### src/rtl/ex_mem_stage_pkg.sv
// Shared definitions for the EX/MEM pipeline register: memory-op and
// access-size encodings, register index width and the alignment check.
package ex_mem_stage_pkg;

    localparam int unsigned REG_IDX_W = 5;

    typedef enum logic [1:0] {
        MEM_OP_NONE  = 2'b00,
        MEM_OP_LOAD  = 2'b01,
        MEM_OP_STORE = 2'b10,
        MEM_OP_RSVD  = 2'b11
    } mem_op_e;

    typedef enum logic [1:0] {
        MEM_SZ_BYTE     = 2'b00,
        MEM_SZ_HALF     = 2'b01,
        MEM_SZ_WORD     = 2'b10,
        MEM_SZ_WORD_ALT = 2'b11
    } mem_size_e;

    // Only real loads/stores can be misaligned; reserved op behaves as none.
    function automatic logic is_misaligned(input mem_op_e   op,
                                           input mem_size_e size,
                                           input logic [1:0] addr_lo);
        logic mis;
        mis = 1'b0;
        if (op == MEM_OP_LOAD || op == MEM_OP_STORE) begin
            unique case (size)
                MEM_SZ_BYTE: mis = 1'b0;
                MEM_SZ_HALF: mis = addr_lo[0];
                default:     mis = |addr_lo;
            endcase
        end
        return mis;
    endfunction

endpackage

### src/rtl/ex_mem_slot.sv
// One pipeline slot: a payload register plus its valid bit.
// Priority on the valid bit: flush, then load, then clear.
module ex_mem_slot #(
    parameter int unsigned WIDTH = 8
) (
    input  logic             clk_i,
    input  logic             rst_ni,
    input  logic             flush_i,
    input  logic             load_i,
    input  logic             clear_i,
    input  logic [WIDTH-1:0] data_i,
    output logic             valid_o,
    output logic [WIDTH-1:0] data_o
);

    logic             valid_q, valid_d;
    logic [WIDTH-1:0] data_q, data_d;

    // Next-state for valid bit and payload.
    always_comb begin
        valid_d = valid_q;
        data_d  = data_q;
        if (load_i) begin
            data_d = data_i;
        end
        if (flush_i) begin
            valid_d = 1'b0;
        end else if (load_i) begin
            valid_d = 1'b1;
        end else if (clear_i) begin
            valid_d = 1'b0;
        end
    end

    // Slot state register, cleared asynchronously.
    always_ff @(posedge clk_i or negedge rst_ni) begin
        if (!rst_ni) begin
            valid_q <= 1'b0;
            data_q  <= '0;
        end else begin
            valid_q <= valid_d;
            data_q  <= data_d;
        end
    end

    assign valid_o = valid_q;
    assign data_o  = data_q;

endmodule

### src/rtl/ex_mem_stage.sv
// EX -> MEM pipeline register with a two-entry skid buffer so EX_READY is
// a pure flop output. Misalignment is evaluated once at capture and rides
// with the beat; a forwarding view of the main slot feeds the hazard unit.
module ex_mem_stage
    import ex_mem_stage_pkg::*;
#(
    parameter int unsigned DATA_WIDTH = 32,
    parameter int unsigned PC_WIDTH   = 32
) (
    input  logic                  CLK,
    input  logic                  RST_N,
    input  logic                  FLUSH,
    input  logic                  EX_VALID,
    output logic                  EX_READY,
    input  logic [DATA_WIDTH-1:0] EX_ALU_RESULT,
    input  logic [DATA_WIDTH-1:0] EX_STORE_DATA,
    input  logic [4:0]            EX_RD,
    input  logic                  EX_REG_WRITE,
    input  logic [1:0]            EX_MEM_OP,
    input  logic [1:0]            EX_MEM_SIZE,
    input  logic                  EX_MEM_UNSIGNED,
    input  logic [PC_WIDTH-1:0]   EX_PC,
    output logic                  MEM_VALID,
    input  logic                  MEM_READY,
    output logic [DATA_WIDTH-1:0] MEM_ALU_RESULT,
    output logic [DATA_WIDTH-1:0] MEM_STORE_DATA,
    output logic [4:0]            MEM_RD,
    output logic                  MEM_REG_WRITE,
    output logic [1:0]            MEM_MEM_OP,
    output logic [1:0]            MEM_MEM_SIZE,
    output logic                  MEM_MEM_UNSIGNED,
    output logic [PC_WIDTH-1:0]   MEM_PC,
    output logic                  MEM_MISALIGN,
    output logic                  FWD_VALID,
    output logic [4:0]            FWD_RD,
    output logic [DATA_WIDTH-1:0] FWD_DATA
);

    localparam int unsigned PAY_W = 2 * DATA_WIDTH + REG_IDX_W + 1 + 2 + 2 + 1 + PC_WIDTH + 1;

    logic             ex_mis;
    logic [PAY_W-1:0] ex_pay, main_in, main_pay, skid_pay;
    logic             main_valid, skid_valid;
    logic             accept, consume;
    logic             main_load, skid_load;

    assign ex_mis = is_misaligned(mem_op_e'(EX_MEM_OP), mem_size_e'(EX_MEM_SIZE), EX_ALU_RESULT[1:0]);
    assign ex_pay = {EX_ALU_RESULT, EX_STORE_DATA, EX_RD, EX_REG_WRITE, EX_MEM_OP,
                     EX_MEM_SIZE, EX_MEM_UNSIGNED, EX_PC, ex_mis};

    // Slot steering: a full skid always drains into main before new beats,
    // which keeps order and means EX can never be accepted in that cycle.
    always_comb begin
        accept    = EX_VALID & ~skid_valid;
        consume   = main_valid & MEM_READY;
        main_load = skid_valid ? consume : (accept & (~main_valid | consume));
        skid_load = accept & main_valid & ~consume;
        main_in   = skid_valid ? skid_pay : ex_pay;
    end

    ex_mem_slot #(.WIDTH(PAY_W)) u_main (
        .clk_i   (CLK),
        .rst_ni  (RST_N),
        .flush_i (FLUSH),
        .load_i  (main_load),
        .clear_i (consume),
        .data_i  (main_in),
        .valid_o (main_valid),
        .data_o  (main_pay)
    );

    ex_mem_slot #(.WIDTH(PAY_W)) u_skid (
        .clk_i   (CLK),
        .rst_ni  (RST_N),
        .flush_i (FLUSH),
        .load_i  (skid_load),
        .clear_i (consume),
        .data_i  (ex_pay),
        .valid_o (skid_valid),
        .data_o  (skid_pay)
    );

    assign EX_READY  = ~skid_valid;
    assign MEM_VALID = main_valid;
    assign {MEM_ALU_RESULT, MEM_STORE_DATA, MEM_RD, MEM_REG_WRITE, MEM_MEM_OP,
            MEM_MEM_SIZE, MEM_MEM_UNSIGNED, MEM_PC, MEM_MISALIGN} = main_pay;

    assign FWD_VALID = main_valid & MEM_REG_WRITE & (mem_op_e'(MEM_MEM_OP) != MEM_OP_LOAD)
                     & ~MEM_MISALIGN & (MEM_RD != '0);
    assign FWD_RD    = MEM_RD;
    assign FWD_DATA  = MEM_ALU_RESULT;

endmodule

### config.mk
export PLATFORM = sky130hd
export DESIGN_NAME = ex_mem_stage
export DESIGN_NICKNAME = d
export VERILOG_FILES = /design/src/rtl/ex_mem_stage_pkg.sv /design/src/rtl/ex_mem_slot.sv /design/src/rtl/ex_mem_stage.sv
export SDC_FILE = /design/constraint.sdc
export NUM_CORES = 1
export LEC_CHECK = 0
export CAP_MARGIN = 5
export CELL_PAD_IN_SITES_DETAIL_PLACEMENT = 1
export CELL_PAD_IN_SITES_GLOBAL_PLACEMENT = 2
export CORE_UTILIZATION = 30
export DETAILED_ROUTE_END_ITERATION = 8
export PLACE_DENSITY = 0.8
export SKIP_CTS_REPAIR_TIMING = 1
export SLEW_MARGIN = 10
export SYNTH_ARGS = -nofsm -noshare
export SYNTH_HDL_FRONTEND = slang
export SYNTH_SLANG_ARGS = --single-unit
### constraint.sdc
create_clock -name CLK -period 2.3 [get_ports CLK]
set_clock_uncertainty 0.15 [all_clocks]
set_input_delay 0.575 -clock CLK [delete_from_list [all_inputs] [get_ports CLK]]
set_output_delay 0.575 -clock CLK [all_outputs]
set_load 0.01 [all_outputs]
* Word level (Yosys, flattened, before mapping)
Cells that the tools add are included.
Word-level totals: register bits 218, bits in latches 0, RAM bits 0, ROM bits 0, input bits 112, output and inout bits 148, logic and storage cells 37, memories 0
Operators by class: add/sub/neg operators 0, $mul 0, div/mod/pow operators 0, magnitude comparators 0, equality and inequality tests 4, shift operators 0, muxes and demuxes 9, bitwise operators 14, reductions and logical operators 6
Operators with widths (number):
- $mux 108 | 1
- $and 1x1->1 | 9
- $mux 1 | 7
- $reduce_bool 3->1 | 2
- $reduce_bool 5->1 | 1
- $eq 2x1->1 const B | 2
- $not 1->1 | 4
- $eq 2x2->1 const B | 1
- $logic_not 2->1 | 1
- $ne 2x1->1 const B | 1
- $pmux 1 s2 | 1
- $reduce_or 2->1 | 1
- $logic_or 1x1->1 | 1
- $or 1x1->1 | 1

* Logic depth before layout (Yosys ltp)
Gate-level depths: netlist (run 1).
depth in word-level cells 6, mapped depth 6, depth with buffers taken out 3

* Hierarchy
A second synthesis (run 1) with hierarchy kept.
Unflattened totals: cell total of the unflattened synthesis 636, area total of the unflattened synthesis 9840.7 um2
Modules (own cells, without submodules):
- ex_mem_slot | instances 2, cells each 232, area an instance 4071.4 um2, seq. area each 2727.6 um2
- ex_mem_stage | instances 1, cells each 172, area an instance 1697.9 um2, seq. area each 0.0 um2

* Worst setup path after synthesis (run 1)
Ideal clock, no wire load.
path type in2reg, start in MEM_READY, end reg u_main.data_q[58] (netlist: u_main.data_o[58]), library setup time 0.125 ns, data arrival time 1.569 ns, required time 2.025 ns, path slack 0.456 ns, stages on the path 6, path buffers 3, cell sequence and2_4 -> o22a_1 -> buf_6 -> buf_6 -> buf_6 -> mux2_4
On the way: cells in the longest elaborated chain, start to end 4
Ends and longest elaborated chain:
- from (decl) | line ex_mem_stage.sv:24 | input logic MEM_READY,
- $and 1x1->1 (*) | line ex_mem_stage.sv:55 | consume = main_valid & MEM_READY;
- $or 1x1->1 | line ex_mem_stage.sv:56 | main_load = skid_valid ? consume : (accept & (~main_valid | consume));
- $and 1x1->1 | line ex_mem_stage.sv:56
- $mux 1 (*) | line ex_mem_stage.sv:56
- to (signal assigned) | line ex_mem_slot.sv:42 | data_q <= data_d;
- to (decl) | line ex_mem_slot.sv:17 | logic [WIDTH-1:0] data_q, data_d;
Every way passes the cells marked *; elsewhere a longest branch is shown, timed or not. A chain may end at the register's enable or synchronous reset.

* Worst setup path in the final report (run 1)
start reg u_main.data_q[39] (netlist: u_main.data_o[39]), end out FWD_VALID
On the way: cells in the longest elaborated chain, start to end 2
Ends and longest elaborated chain:
- $reduce_bool 5->1 | line ex_mem_stage.sv:89 | & ~MEM_MISALIGN & (MEM_RD != '0);
- $and 1x1->1 | line ex_mem_stage.sv:89
- to (decl) | line ex_mem_stage.sv:34 | output logic FWD_VALID,
Every way passes these cells.

==> results.txt, run 1 <==
placed cells - 1284
failing checks - negative setup slack
max layer used - met4
worst vdd ir - 468 uV
initial antenna violation count - 2
num rows - 65
Core Area - 31800 um^2
Max Fanout on Critical Path - 2
sequential share of the synthesized area - 55.7%
RD Place Congestion - 0.713
commonest cells after routing, fill and taps aside - mux2_2, clkdlybuf4s50_1, dfrtp_1
setup violators final - 1
fin area - 13600 um^2
startpoint types - register
Die Y - 183 um
clock latency on the worst-skew pair - 0.52 ns
status - finished with violations
Ports - 260
HPWL Detailed - 16100 um
Arrival @ worst endpoint - 1.75 ns
Min-Delay Path Class - register to register
Setup WS post-layout - -0.178 ns
post-route minimum period - 2.48 ns
largest family of logic cells by synthesized area - multiplexers
post-synthesis adder-cell area fraction - 0%
share of cells above drive strength 1 - 42.0%
vias in the first global route - 6643
DIE WIDTH - 183 um
Syn Inst Count - 638
mean area per synthesized cell - 15.3 um^2
setup_tns - -0.178 ns
Die Area - 33400 um^2
first-pass GRT wire length - 38100 um
#FFs+latches synth - 218
slew at the pin closest to its max-slew limit - 0.416 ns
Total Routed Length - 23900 um
Final ANT Viol Nets - 0
Worst slew margin - 72.3%
Via density - 4.52
Pins Over Slew Limit - 0
post-synthesis simple-gate area fraction - 0.677%
post-synthesis xor/xnor area fraction - 0.0894%
Final Net Count - 990
Initial DRC Count - 83
clock slew at reported path FFs - 0.06 ns
most common cell after layout, fill and taps aside - mux2_2
met3 routed WL - 1530 um
synth warn - 0
Port Buffers - 259
DRC viols - 0
Met2 Wirelength - 11600 um
CTS tree - yes
Fin Hold WS - 0.330 ns
Worst Setup Path Type - register to output port
MaxCap Viol Count - 0
Layout Cells excl Fill - 1333
WL per Instance - 17.9 um
Final period util - 108%
post-synthesis compound-gate area fraction - 0.537%
Critical Path RT - 1.57 ns
Critical Path Sink Type - output port
Post-Synthesis Cell Area - 9790 um^2
CTS max path bufs - 3
reg2reg setup slack - 0.36 ns
H-tree levels - 1
GRT Util Overall - 14.5%
routed vias - 6021
clock sinks - 218
Num CTS Buffers - 26
TritonRoute pass-1 iters - 4
Max Clk Rate - 404 MHz
unrepaired setup endpoints after global routing - yes
wire length on met1 - 10100 um
mux contribution to synthesized area - 37.7%
Pwr Density - 927 nW/um^2
Hold Fails Final Rpt - 0
Netlist cell types - 27
largest net degree at the start of global routing - 68
dpl ws - -0.0982 ns
root buffer cell - clkbuf_16
Syn-to-layout area delta - 39.3%
leakage power - 5.65 nW
Starting Density - 30.8%
Placed Area - 12800 um^2
GRT Residual Overflow - 0
Syn Nets - 750
-- path summary, 6_finish.rpt --
path                              startpoint                 to  cells after the start
max in group asynchronous              RST_N  u_main.data_o[65]                      3
min reg2reg                u_skid.data_o[97]  u_skid.data_o[97]                      1
min                        u_skid.data_o[97]  u_skid.data_o[97]                      1
max reg2reg                   u_main.valid_o  u_main.data_o[34]                      5
min in group asynchronous              RST_N  u_main.data_o[73]                      2
max                        u_main.data_o[39]          FWD_VALID                      4
-- logic make-up after synthesis --
| logic type | Yosys count |
|---|---|
| muxes | 322 |
| DFF | 218 |
| buffers and inverters | 77 |
| and+or+nand+nor | 12 |
| AOI/OAI and AO/OA | 8 |
| xor gates and xnor gates | 1 |
-- synth_stat cells --
library cell	number	area, um^2
nand3_1	2	10.0
buf_2	27	135
nor3_1	2	10.0
buf_4	37	278
o21ai_0	2	10.0
o22a_1	1	8.76
o221ai_1	1	8.76
mux2i_1	1	10.0
mux2_2	283	3190
buf_1	1	3.75
clkbuf_1	1	3.75
a21o_1	1	7.51
inv_1	3	11.3
a21oi_1	2	10.0
and4_1	1	8.76
nand2b_1	1	6.26
and2_4	1	8.76
buf_6	7	78.8
or4_1	1	7.51
mux2_4	19	285
nand2_1	2	7.51
dfrtp_1	218	5460
o211ai_1	1	7.51
xnor2_1	1	8.76
inv_2	1	3.75
nor2_1	2	7.51
mux2_1	19	214
-- critical path: stages, from the launching register on --
cell      delay, ns
dfrtp_1        0.38
or4_4          0.55
nor2_4         0.12
nor3_1         0.05
clkbuf_2       0.14
-- routing by layer --
metal | vias up | GRT usage, %
li1 | 2718 | -
met1 | 3097 | 18.2
met2 | 167 | 24.4
met3 | 39 | 3.43
met4 | 0 | 4.77
met5 | - | 0
-- report_power, final --
group	switching (mW)	total [mW]	leakage, nW	internal (mW)
Clock	1.58	3.97	0.414	2.39
Sequential	0.537	5.34	2.59	4.80
Combinational	1.17	3.34	2.64	2.17
Total	3.29	12.6	5.65	9.36
-- flip-flops by register name, summed over array words and instances (netlist names) --
| register | count |
|---|---|
| u_main.data_o | 108 |
| u_skid.valid_o | 1 |
| u_skid.data_o | 108 |
| u_main.valid_o | 1 |
-- per-stage QoR --
stage / util (%) / power (mW)
global placement: 40.1 / 8.69
detailed placement: 40.1 / 8.80
CTS: 42.8 / 12.9
global route: 42.9 / 13.3
finish: 42.9 / 12.6
floorplan: - / 7.07
-- cell type report --
cell class	instances	area (um^2)
fill	3219	18200
sequential	218	5460
multi-input combinational	343	3850
timing repair buffer	285	2940
clock buffer	42	812
tap	435	544
clock inverter	4	20.0
inverter	4	15.0
antenna	2	5.00
Power figures use the tool's default switching activity.
==> run 2: changes to the inputs <==
--- a/config.mk
+++ b/config.mk
@@ -11,6 +11,7 @@
 export CORE_UTILIZATION = 30
 export DETAILED_ROUTE_END_ITERATION = 8
 export PLACE_DENSITY = 0.8
+export SETUP_SLACK_MARGIN = 0.05
 export SKIP_CTS_REPAIR_TIMING = 1
 export SLEW_MARGIN = 10
 export SYNTH_ARGS = -nofsm -noshare
==> run 2 against run 1 <==
The run still ends with negative setup slack left. Clock power hardly changed. Largest cell class unchanged. Highest routed layer unchanged. Critical path type unchanged. Sequential power barely moved. First-iteration DRC count increased by 8.4%. Sequential cell count unchanged. Hold slack about the same. Register-to-register slack barely moved.
==> results.txt, run 2 (synthesized netlist as in run 1, its figures left out) <==
fin area - 13700 um^2
CTS max path bufs - 3
Max Fanout on Critical Path - 2
post-route minimum period - 2.48 ns
Initial DRC Count - 90
worst vdd ir - 468 uV
Syn-to-layout area delta - 39.6%
clock sinks - 218
most used routing layer - met2
largest net degree at the start of global routing - 68
reg-to-reg startpoint - u_main.valid_o
grt met3 use - 3.43%
GRT Residual Overflow - 0
Worst slew margin - 71.9%
Min-Delay Path Class - register to register
Via density - 4.52
Final period util - 108%
Die Y - 183 um
status - finished with violations
TritonRoute pass-1 iters - 4
setup violators final - 1
Core Area - 31800 um^2
Starting Density - 30.8%
HPWL Detailed - 16100 um
WL per Instance - 17.9 um
commonest cells after routing, fill and taps aside - mux2_2, clkdlybuf4s50_1, dfrtp_1
failing checks - negative setup slack
hold wc startpoint - u_skid.data_o[97]
Total Routed Length - 23900 um
clock latency on the worst-skew pair - 0.52 ns
CTS tree - yes
RD Place Congestion - 0.713
root buffer cell - clkbuf_16
H-tree levels - 1
Critical Path RT - 1.57 ns
Pwr Density - 925 nW/um^2
Setup WS post-layout - -0.181 ns
Critical Path Sink Type - output port
Hold Path Depth - 1
dpl ws - -0.0982 ns
leakage power - 5.74 nW
Worst Hold End - u_skid.data_o[97]
Final Net Count - 991
DRC viols - 0
DIE WIDTH - 183 um
share of cells above drive strength 1 - 42.0%
GRT Util Overall - 14.5%
Final ANT Viol Nets - 0
first-pass GRT wire length - 38100 um
Hold Fails Final Rpt - 0
Arrival @ worst endpoint - 1.76 ns
setup_tns - -0.181 ns
R2R depth - 5
vias in the first global route - 6643
MaxCap Viol Count - 0
num rows - 65
grt met1 use - 18.2%
Port Buffers - 259
Worst Setup Path Type - register to output port
unrepaired setup endpoints after global routing - yes
Placed Area - 12800 um^2
grt met2 use - 24.4%
Fill cells - 3217
most common cell after layout, fill and taps aside - mux2_2
initial antenna violation count - 2
Critical R2R Capture - u_main.data_o[34]
routed vias - 6035
Num CTS Buffers - 26
clock slew at reported path FFs - 0.06 ns
startpoint types - register
Pins Over Slew Limit - 0
reg2reg setup slack - 0.36 ns
Die Area - 33400 um^2
Ports - 260
slew at the pin closest to its max-slew limit - 0.421 ns
Max Clk Rate - 403 MHz
## run 2: metal layers
metal / vias to the layer above / part of all wire [%]
met3: 40 / 6.4
met5: - / 0
li1: 2719 / -
met4: 0 / 2.3
met2: 169 / 49
met1: 3107 / 42
## run 2: worst max-delay path by stage
| stage | start | end | slack, ns | cells past startpoint |
|---|---|---|---|---|
| 2_1_floorplan | MEM_READY | u_main.data_o[58] | 0.46 | 6 |
| 3_3_place_gp | u_main.data_o[39] | FWD_VALID | -0.08 | 4 |
| 6_report | u_main.data_o[39] | FWD_VALID | -0.18 | 4 |
| 4_1_cts | u_main.data_o[39] | FWD_VALID | -0.64 | 4 |
| 3_5_place_dp | MEM_READY | u_main.data_o[38] | -0.1 | 5 |
| 5_1_grt | u_main.data_o[39] | FWD_VALID | -0.27 | 4 |
## run 2: power by group
group	switching, mW	internal (mW)	total, mW
Combinational	1.18	2.17	3.35
Sequential	0.533	4.80	5.33
Clock	1.58	2.39	3.97
Total	3.29	9.36	12.7
## run 2: stage by stage
step	total power [mW]	hold WS (ns)	cells	utilization, %
detailed placement	8.80	0.323	1284	40.1
finish	12.7	0.330	1334	43.0
global placement	8.69	0.312	1284	40.1
CTS	12.9	-0.188	1330	42.8
global route	13.3	0.349	1333	43.0
floorplan	7.07	0.129	638	-
## run 2: layout make-up
| cell class | count | area, um^2 | area share [%] |
|---|---|---|---|
| Sequential cell | 218 | 5460 | 39.9 |
| Multi-Input combinational cell | 343 | 3850 | 28.1 |
| Timing Repair Buffer | 286 | 2970 | 21.7 |
| Clock buffer | 42 | 812 | 5.94 |
| Tap cell | 435 | 544 | 3.98 |
| Clock inverter | 4 | 20.0 | 0.146 |
| Inverter | 4 | 15.0 | 0.110 |
| Antenna cell | 2 | 5.00 | 0.0366 |
## run 2: critical path, stage by stage, from the launching register on
cell	delay (ns)
dfrtp_1	0.38
or4_4	0.54
nor2_4	0.12
nor3_1	0.05
clkbuf_2	0.14
==> run 3: changes to the inputs <==
--- a/config.mk
+++ b/config.mk
@@ -11,6 +11,7 @@
 export CORE_UTILIZATION = 30
 export DETAILED_ROUTE_END_ITERATION = 8
 export PLACE_DENSITY = 0.8
+export RECOVER_POWER = 25
 export SETUP_SLACK_MARGIN = 0.05
 export SKIP_CTS_REPAIR_TIMING = 1
 export SLEW_MARGIN = 10
==> run 3 against run 2 <==
The run still ends with negative setup slack left. Die area is the same. Total power shrank 0.17%. Largest cell class unchanged. Clock power is essentially flat. Maximum frequency grew 0.18%. Non-clock buffer count is the same. Critical path depth is the same. Global-route usage is the same. Sequential cell count is the same. Largest power group unchanged.
==> results.txt, run 3 (synthesized netlist as in run 1, its figures left out) <==
Final Net Count - 991
Worst Setup Path Type - register to output port
CP max stage cell - or4_4
fin util - 42.8%
Clk pwr share - 31.4%
CTS max path bufs - 3
Net Sw Power - 3.28 mW
Max Clk Rate - 404 MHz
worst stage delay on the critical path - 0.54 ns
Final ANT Viol Nets - 0
Comb power frac - 26.4%
status - finished with violations
Setup WS post-layout - -0.177 ns
commonest cells after routing, fill and taps aside - mux2_2, clkdlybuf4s50_1, dfrtp_1
Die Y - 183 um
Via density - 4.51
H-tree levels - 1
routed vias - 6020
Pins Over Slew Limit - 0
sw frac - 26.0%
GRT Util Overall - 14.5%
Starting Density - 30.8%
Critical Path Sink Type - output port
clock slew at reported path FFs - 0.06 ns
largest net degree at the start of global routing - 68
HPWL Detailed - 16100 um
Worst slew margin - 16.3%
Final period util - 108%
clock sinks - 218
Pwr Density - 927 nW/um^2
Ports - 260
Max Fanout on Critical Path - 2
failing checks - negative setup slack
Internal - 9.35 mW
share of power burned in registers - 42.2%
share of cells above drive strength 1 - 41.9%
Critical Path RT - 1.57 ns
startpoint types - register
most common cell after layout, fill and taps aside - mux2_2
TritonRoute pass-1 iters - 4
Hold Fails Final Rpt - 0
DRC viols - 0
Port Buffers - 259
MaxCap Viol Count - 0
first-pass GRT wire length - 38100 um
WL per Instance - 17.9 um
Num CTS Buffers - 26
Arrival @ worst endpoint - 1.75 ns
worst vdd ir - 468 uV
Die Area - 33400 um^2
initial antenna violation count - 2
RD Place Congestion - 0.713
Initial DRC Count - 86
CTS tree - yes
DIE WIDTH - 183 um
slew at the pin closest to its max-slew limit - 1.26 ns
Total Routed Length - 23900 um
Min-Delay Path Class - register to register
Fill cells - 3220
Syn-to-layout area delta - 39.1%
post-route minimum period - 2.48 ns
leakage power - 5.72 nW
Core Area - 31800 um^2
unrepaired setup endpoints after global routing - yes
total power - 12.6 mW
CP cell instances - or4_4, nor2_4, nor3_1, clkbuf_2
clock latency on the worst-skew pair - 0.52 ns
num rows - 65
GRT Residual Overflow - 0
vias in the first global route - 6643
setup violators final - 1
root buffer cell - clkbuf_16
[run 3: cell types whose count changed in the layout (fill, tap and decap cells not counted), sizes merged]
| cell | delta |
|---|---|
| clkbuf | +3 |
| dlygate4sd3 | +1 |
| buf | -3 |
| clkdlybuf4s50 | -1 |
[run 3: worst paths after layout]
kind	cells past startpoint	end	slack [ns]	startpoint
max reg2reg	5	u_main.data_o[34]	0.34	u_main.valid_o
max in group asynchronous	3	u_main.data_o[65]	0.23	RST_N
min reg2reg	1	u_skid.data_o[97]	0.33	u_skid.data_o[97]
max	4	FWD_VALID	-0.18	u_main.data_o[39]
min	1	u_skid.data_o[97]	0.33	u_skid.data_o[97]
min in group asynchronous	2	u_main.data_o[73]	0.72	RST_N
[run 3: critical path: cells and delay by family (launching register included)]
kind                   cells  cell delay (ns)
and+or+nand+nor            3             0.71
buffers and inverters      1             0.14
DFF                        1             0.38
[run 3: stage by stage]
stage / hold WS (ns) / std cells / worst slack, ns / setup TNS [ns] / cell area, um^2
after floorplan: 0.129 / 638 / 0.456 / 0 / 9790
after global placement: 0.312 / 1284 / -0.0814 / -8.00 / 12800
after detailed placement: 0.323 / 1284 / -0.0982 / -13.28 / 12800
after CTS: -0.188 / 1330 / -0.642 / -1.11 / 13600
after global routing: 0.349 / 1333 / -0.269 / -1.67 / 13600
final: 0.331 / 1334 / -0.177 / -0.177 / 13600
[run 3: cell type report]
class | count | area, um^2 | share of cell area [%]
clock buffers | 42 | 812 | 5.96
flip-flops and latches | 218 | 5460 | 40.1
multi-input cells | 343 | 3850 | 28.2
repair buffers | 286 | 2920 | 21.4
well taps | 435 | 544 | 4.00
clock inverters | 4 | 20.0 | 0.147
inverters | 4 | 15.0 | 0.110
diodes | 2 | 5.00 | 0.0367
[run 3: layer usage]
| metal | track usage [%] | share of wire, % |
|---|---|---|
| met5 | 0 | 0 |
| met2 | 24.4 | 49 |
| met1 | 18.2 | 42 |
| met4 | 4.77 | 2.3 |
| met3 | 3.43 | 6.4 |
[run 3: power groups by stage]
stage                     clock (mW)  sequential, mW  combinational, mW
after global placement             0            5.35               3.34
final                           3.97            5.33               3.33
after CTS                       4.14            5.35               3.42
after floorplan                    0            5.47               1.60
after global routing            4.26            5.48               3.58
after detailed placement           0            5.40               3.40
